--- src/rtl/gpt_pkg.sv ---
// Shared types and defaults for the general-purpose timer input front ends.
package gpt_pkg;

   localparam int ETR_SYNC_STAGES_DEF = 2;
   localparam int GPT_PSC_W           = 2;
   localparam int GPT_FLT_W           = 4;

   typedef logic [GPT_PSC_W-1:0] etps_t;
   typedef logic [GPT_FLT_W-1:0] etf_t;

endpackage

--- src/rtl/gpt_sync.sv ---
// Multi-flop async-reset bit synchroniser for timer input pins.
module gpt_sync #(
   parameter int STAGES = 2
) (
   input  logic clk,
   input  logic aresetn,
   input  logic d,
   output logic q
);

   logic [STAGES-1:0] chain;

   always_ff @(posedge clk or negedge aresetn) begin
      if (!aresetn) begin
         chain <= '0;
      end else begin
         chain <= {chain[STAGES-2:0], d};
      end
   end

   assign q = chain[STAGES-1];

endmodule

--- src/rtl/etr_conditioner.sv ---
// External trigger front end: synchronise, polarity, glitch filter, edge detect,
// then divide qualified edges by 2^etps_i into one-clock trigger pulses.
module etr_conditioner
   import gpt_pkg::*;
#(
   parameter int SYNC_STAGES = ETR_SYNC_STAGES_DEF,
   parameter int PSC_W       = GPT_PSC_W,
   parameter int FLT_W       = GPT_FLT_W
) (
   input  logic             clk_i,
   input  logic             aresetn_i,
   input  logic             en_i,
   input  logic             etr_i,
   input  logic             etp_i,
   input  logic             bedge_i,
   input  logic [FLT_W-1:0] etf_i,
   input  logic [PSC_W-1:0] etps_i,
   output logic             etrf_o,
   output logic             trig_o
);

   localparam int CNT_W = (1 << PSC_W) - 1;

   logic             sync_q;
   logic             pol;
   logic [FLT_W-1:0] flt_cnt;
   logic             etrf_d;
   logic             rise;
   logic             fall;
   logic             qual_edge;
   logic [CNT_W-1:0] cnt;
   logic [CNT_W-1:0] div_max;
   logic [PSC_W-1:0] etps_q;

   gpt_sync #(.STAGES(SYNC_STAGES)) u_sync (
      .clk     (clk_i),
      .aresetn (aresetn_i),
      .d       (etr_i),
      .q       (sync_q)
   );

   assign pol = sync_q ^ etp_i;

   // >= rather than == so a run already past a freshly lowered etf_i still toggles.
   always_ff @(posedge clk_i or negedge aresetn_i) begin
      if (!aresetn_i) begin
         flt_cnt <= '0;
         etrf_o  <= 1'b0;
      end else if (pol == etrf_o) begin
         flt_cnt <= '0;
      end else if (flt_cnt >= etf_i) begin
         flt_cnt <= '0;
         etrf_o  <= ~etrf_o;
      end else begin
         flt_cnt <= flt_cnt + 1'b1;
      end
   end

   always_ff @(posedge clk_i or negedge aresetn_i) begin
      if (!aresetn_i) etrf_d <= 1'b0;
      else            etrf_d <= etrf_o;
   end

   assign rise      = etrf_o & ~etrf_d;
   assign fall      = ~etrf_o & etrf_d;
   assign qual_edge = rise | (bedge_i & fall);

   // Wraps to all-ones for the largest ratio, which is exactly the terminal count.
   assign div_max = (CNT_W'(1) << etps_i) - CNT_W'(1);

   always_ff @(posedge clk_i or negedge aresetn_i) begin
      if (!aresetn_i) begin
         cnt    <= '0;
         trig_o <= 1'b0;
         etps_q <= '0;
      end else begin
         etps_q <= etps_i;
         if (!en_i || (etps_i != etps_q)) begin
            cnt    <= '0;
            trig_o <= 1'b0;
         end else if (qual_edge) begin
            if (cnt == div_max) begin
               cnt    <= '0;
               trig_o <= 1'b1;
            end else begin
               cnt    <= cnt + 1'b1;
               trig_o <= 1'b0;
            end
         end else begin
            trig_o <= 1'b0;
         end
      end
   end

endmodule

--- config.mk ---
export PLATFORM = sky130hd
export DESIGN_NAME = etr_conditioner
export DESIGN_NICKNAME = d
export VERILOG_FILES = /design/src/rtl/gpt_pkg.sv /design/src/rtl/gpt_sync.sv /design/src/rtl/etr_conditioner.sv
export SDC_FILE = /design/constraint.sdc
export NUM_CORES = 1
export LEC_CHECK = 0
export ABC_AREA = 1
export ABC_CLOCK_PERIOD_IN_PS = 1200
export CORE_MARGIN = 8
export CORE_UTILIZATION = 44
export CTS_CLUSTER_SIZE = 12
export DETAILED_ROUTE_END_ITERATION = 12
export PLACE_DENSITY = 0.82
export RECOVER_POWER = 100
export SKIP_LAST_GASP = 1
export SYNTH_ARGS = -nofsm -noshare
export SYNTH_HDL_FRONTEND = slang
export SYNTH_SLANG_ARGS = --single-unit
--- constraint.sdc ---
create_clock -name clk_i -period 1.2 [get_ports clk_i]
set_input_delay 0.24 -clock clk_i [delete_from_list [all_inputs] [get_ports clk_i]]
set_output_delay 0.24 -clock clk_i [all_outputs]
set_load 0.02 [all_outputs]
Yosys cells after proc, flatten, opt, wreduce, memory -nomap -nowiden
Index checks and enable logic that the tools add are counted.
{ "op_classes": {"reduce_logical": 4, "bitwise": 8, "mul": 0, "n_mux": 8, "shifts": 1, "div": 0, "n_eq_ne": 3, "n_addsub": 3, "order_cmp": 1} }
{ "ops": {"columns": ["cell", "n"], "rows": [
  ["3-bit two-way mux", 3],
  ["4-bit two-way mux", 2],
  ["4-bit by 1-bit adder with 4-bit output, second input constant", 1],
  ["4-bit greater-or-equal comparator", 1],
  ["3-bit by 1-bit adder with 3-bit output, second input constant", 1],
  ["1-bit bitwise AND", 3],
  ["3-bit equality test", 1],
  ["1-bit two-way mux", 3],
  ["1-bit inverter", 3],
  ["1-bit by 2-bit left shift with 3-bit output, first input constant", 1],
  ["3-bit by 2-bit subtractor with 3-bit output, second input constant", 1],
  ["2-bit inequality test", 1],
  ["2-bit AND reduction", 1],
  ["2-bit nonzero test", 1],
  ["1-bit equality test", 1],
  ["1-bit zero test", 1],
  ["1-bit logical OR", 1],
  ["1-bit bitwise OR", 1],
  ["1-bit XOR", 1]
]} }
{ "word_totals": {"romBits": 0, "elab_cells": 35, "memories": 0, "ram_bits": 0, "ff_bits": 14, "output_inout_bits": 2, "latch_bits": 0} }

Depth between registers and ports, before layout
{ "logic_depth": {"ltp_word": 6, "depth_mapped": 8, "mapped_depth_nobuf": 8} }

Cells and area by module
A second synthesis with hierarchy kept.
{ "unflattened": {"cells_unflattened": 83, "area_unflattened_um2": 728.2} }
{ "by_module_without_submodules": {"columns": ["mod", "seq_area_each_um2", "instances", "cells_each", "area_each_um2"], "rows": [
  ["etr_conditioner", 300.3, 1, 81, 678.2],
  ["gpt_sync", 50.0, 1, 2, 50.0]
]} }

Least setup slack after synthesis
Ideal clock, no wire load.
{ "synth_path": {"kind": "register to register", "from": "register flt_cnt[1]", "to": "register etrf_o", "slack_ps": -18, "period_less_slack_ps": 1218, "path_stages_with_launch": 7, "setup_time_ps": 127, "n_path_buf": 0, "required_time_ps": 1073, "t_arrival_ps": 1091, "cell_sequence": "dfrtp_1 ha_1 inv_1 o21bai_1 nand3_1 nand3_1 o21ai_0"} }
{ "synth_via": {"elab_chain_len": 2} }
{ "synth_lines": {"columns": ["item", "line_no", "text"], "rows": [
  ["start, declared", "etr_conditioner.sv:26", "logic [FLT_W-1:0] flt_cnt;"],
  ["start signal, assigned", "etr_conditioner.sv:55", "flt_cnt <= flt_cnt + 1'b1;"],
  ["4-bit greater-or-equal comparator", "etr_conditioner.sv:51", "end else if (flt_cnt >= etf_i) begin"],
  ["2-bit AND reduction (no source line)", null, null],
  ["end signal, assigned", "etr_conditioner.sv:53", "etrf_o <= ~etrf_o;"],
  ["end, declared", "etr_conditioner.sv:18", "output logic etrf_o,"]
]} }
No other way between the ends.
A chain may end at the register's enable or synchronous reset.

Worst setup path after layout
Ends and elaborated chain as after synthesis.

==> results.json <==
{
  "status": "complete, but fails checks",
  "violations": "negative setup slack",
  "worstMarginPinSlew_ps": 756.7,
  "critical_path.top_delay_family": "flip-flops",
  "critPathBufInv": 1,
  "syn_nets": 101,
  "syn_inst": 83,
  "yosys-top-cells-area": "dfrtp_1 (48%), ha_1 (10%), nand2_1 (9.8%)",
  "synth_top_cell_area_share_pct": 48.11,
  "skew_ps": 2.010,
  "grt.overflow.total": 0,
  "final_util_pct": 63.63,
  "ys_seq_elements": 14,
  "ir_drop_mv": 0.8574,
  "cp_slowest_cell": "dfrtp_1",
  "period_minus_slack_ps": 1363,
  "antenna_cells": 0,
  "place_hpwl_mm": 1.139,
  "io_pins": 14,
  "avgSynthCellArea_um2": 8.773,
  "dpl_cell_area_um2": 935.9,
  "postCtsSetupRepairBufs": 0,
  "gp_congestion": 0.8080,
  "final_nets": 126,
  "placed_cells": 119,
  "stdcell_count": 122,
  "grt_max_degree": 15,
  "clk_latency_ps": 270,
  "setup.worst_path.start_class": "register",
  "cts_sinks": 14,
  "slew_violations": 0,
  "track_usage_pct": 10.10,
  "yosysUniqueCellTypes": 15,
  "max_freq_mhz": 733.8,
  "rsz0062_at_grt": "yes",
  "worst_slack_ps": -162.7,
  "cts_max_level": 1,
  "design_area_um2": 969.7,
  "mostFrequentLayoutCells": "nand2_1 (19), dfrtp_1 (14), inv_1 (10)",
  "drive_gt1_share_pct": 15.09,
  "endpoint_kind": "register",
  "cts-buffers-inserted": 3,
  "grt_pass1_vias": 669,
  "ys_seq_area_share_pct": 48.11,
  "max_stage_delay_ps": 410,
  "finalHoldViolations": 0,
  "synth_area_um2": 728.2,
  "ys_warn_count": 0,
  "path_clk_slew_ps": 80,
  "chipWidth_um": 56.68,
  "row_count": 14,
  "final_antenna_net_count": 0,
  "slew_headroom_pct": 49.56,
  "drt_iter0_markers": 11,
  "coreArea_um2": 1524,
  "path_cells": "ha_4, inv_2, o21bai_1, nand3_1, nand3_2, nand2_1, o21ai_1",
  "dieArea_um2": 3213,
  "maxCapViolCount": 0,
  "initial_core_util_pct": 47.78,
  "path_max_fanout": 6,
  "finalCritPeriodShare_pct": 113.6,
  "clk_path_buf_depth": 2,
  "setup_viol": 5,
  "drc": 0,
  "yosys.area.top_type": "dfrtp_1",
  "wire_per_inst_um": 12.49,
  "final_common_cell": "nand2_1",
  "whs_ps": 205.7,
  "hp-class": "in -> reg",
  "worstSetupPathType": "reg -> reg",
  "critical_path_required_ps": 1400,
  "cts_tree": "done",
  "io_buffers": 13,
  "syn2layout_area_growth_pct": 33.16,
  "grt_pass1_wl_mm": 2.656,
  "viasPerCell": 5.139,
  "antenna_found_initial": 0,
  "drtPass1Iterations": 4,
  "cts_root_buf": "clkbuf_4",
  "wl_mm": 1.524,
  "dieHeight_um": 56.68,
  "powerDensity_nw_per_um2": 1460,
  "vias": 627,
  "p_leak_nw": 0.4999,
  "cp_data_arrival_time_ps": 1560
}
-- where the power goes --
group	switching [mW]	leakage, nW	total (mW)	internal [mW]
clock network	0.144	0.0138	0.260	0.116
logic	0.319	0.306	0.555	0.236
registers	0.0476	0.180	0.600	0.553
-- per-layer routing --
| metal | part of all wire [%] | GRT usage, % | vias up |
|---|---|---|---|
| met5 | 0 | 0 | - |
| met4 | 0.46 | 4.811 | 0 |
| met3 | 5.4 | 2.472 | 2 |
| met2 | 52 | 18.03 | 19 |
| met1 | 42 | 10.69 | 291 |
| li1 | - | - | 315 |
-- kinds of logic (layout without fill, tap and decap cells) --
logic type | after synthesis | count (layout) | synth area share [%]
xor gates and xnor gates | 6 | 6 | 7.218
buffers and inverters | 13 | 36 | 6.700
adders and majority gates | 6 | 6 | 10.31
AOI/OAI and AO/OA | 4 | 4 | 3.093
DFF | 14 | 14 | 48.11
and+or+nand+nor | 40 | 40 | 24.57
-- worst register-to-register path, stage by stage (launching register included) --
cell	delay, ps
dfrtp_1	410
ha_4	280
inv_2	30
o21bai_1	140
nand3_1	120
nand3_2	140
nand2_1	80
o21ai_1	80
-- area by class of cell --
cell class	instances	area (um2)
tap	16	20.02
clock buffer	3	22.52
timing repair buffer	20	160.2
fill	140	554.3
inverter	13	48.80
multi-input combinational	56	367.9
sequential	14	350.3
-- flip-flops by register name, indices dropped and copies added (netlist names) --
name	cells
trig_o	1
etps_q	2
cnt	3
flt_cnt	4
etrf_d	1
u_sync.chain	2
etrf_o	1
-- final timing paths --
path / from / end / slack [ps] / cells after the start
max: flt_cnt[1] / etrf_o / -160 / 7
min: etps_i[0] / etps_q[0] / 210 / 1
min reg2reg: u_sync.chain[0] / u_sync.chain[1] / 370 / 0
max reg2reg: flt_cnt[1] / etrf_o / -160 / 7
min in group asynchronous: aresetn_i / cnt[1] / 460 / 2
max in group asynchronous: aresetn_i / u_sync.chain[0] / 260 / 2
-- per-stage QoR --
| stage | setup slack, ps | TNS (ps) | power [mW] |
|---|---|---|---|
| finish | -162.7 | -526.6 | 1.416 |
| floorplan | 5.158 | 0 | 0.9224 |
| CTS | -179.6 | -688.5 | 1.467 |
| detailed placement | -536.2 | -3721 | 1.173 |
| global placement | -403.3 | -3054 | 1.142 |
| global route | -237.5 | -1084 | 1.537 |
-- synth_stat cells --
library cell	n
o21bai_1	1
xor2_1	3
ha_1	6
a21oi_1	1
inv_1	12
nor2_2	1
nor2_1	3
dfrtp_1	14
inv_2	1
xnor2_1	3
o21ai_0	2
nand4_1	4
nand2_1	19
nor3_1	3
nand3_1	10
-- repair_timing --
item,4_1_cts,5_1_grt
pin swaps,6,1
hold buffers,0,0
setup endpoints to repair,11,10
cloned,0,0
resized for setup,12,4
No activity file was read; power rests on OpenSTA's default activity.
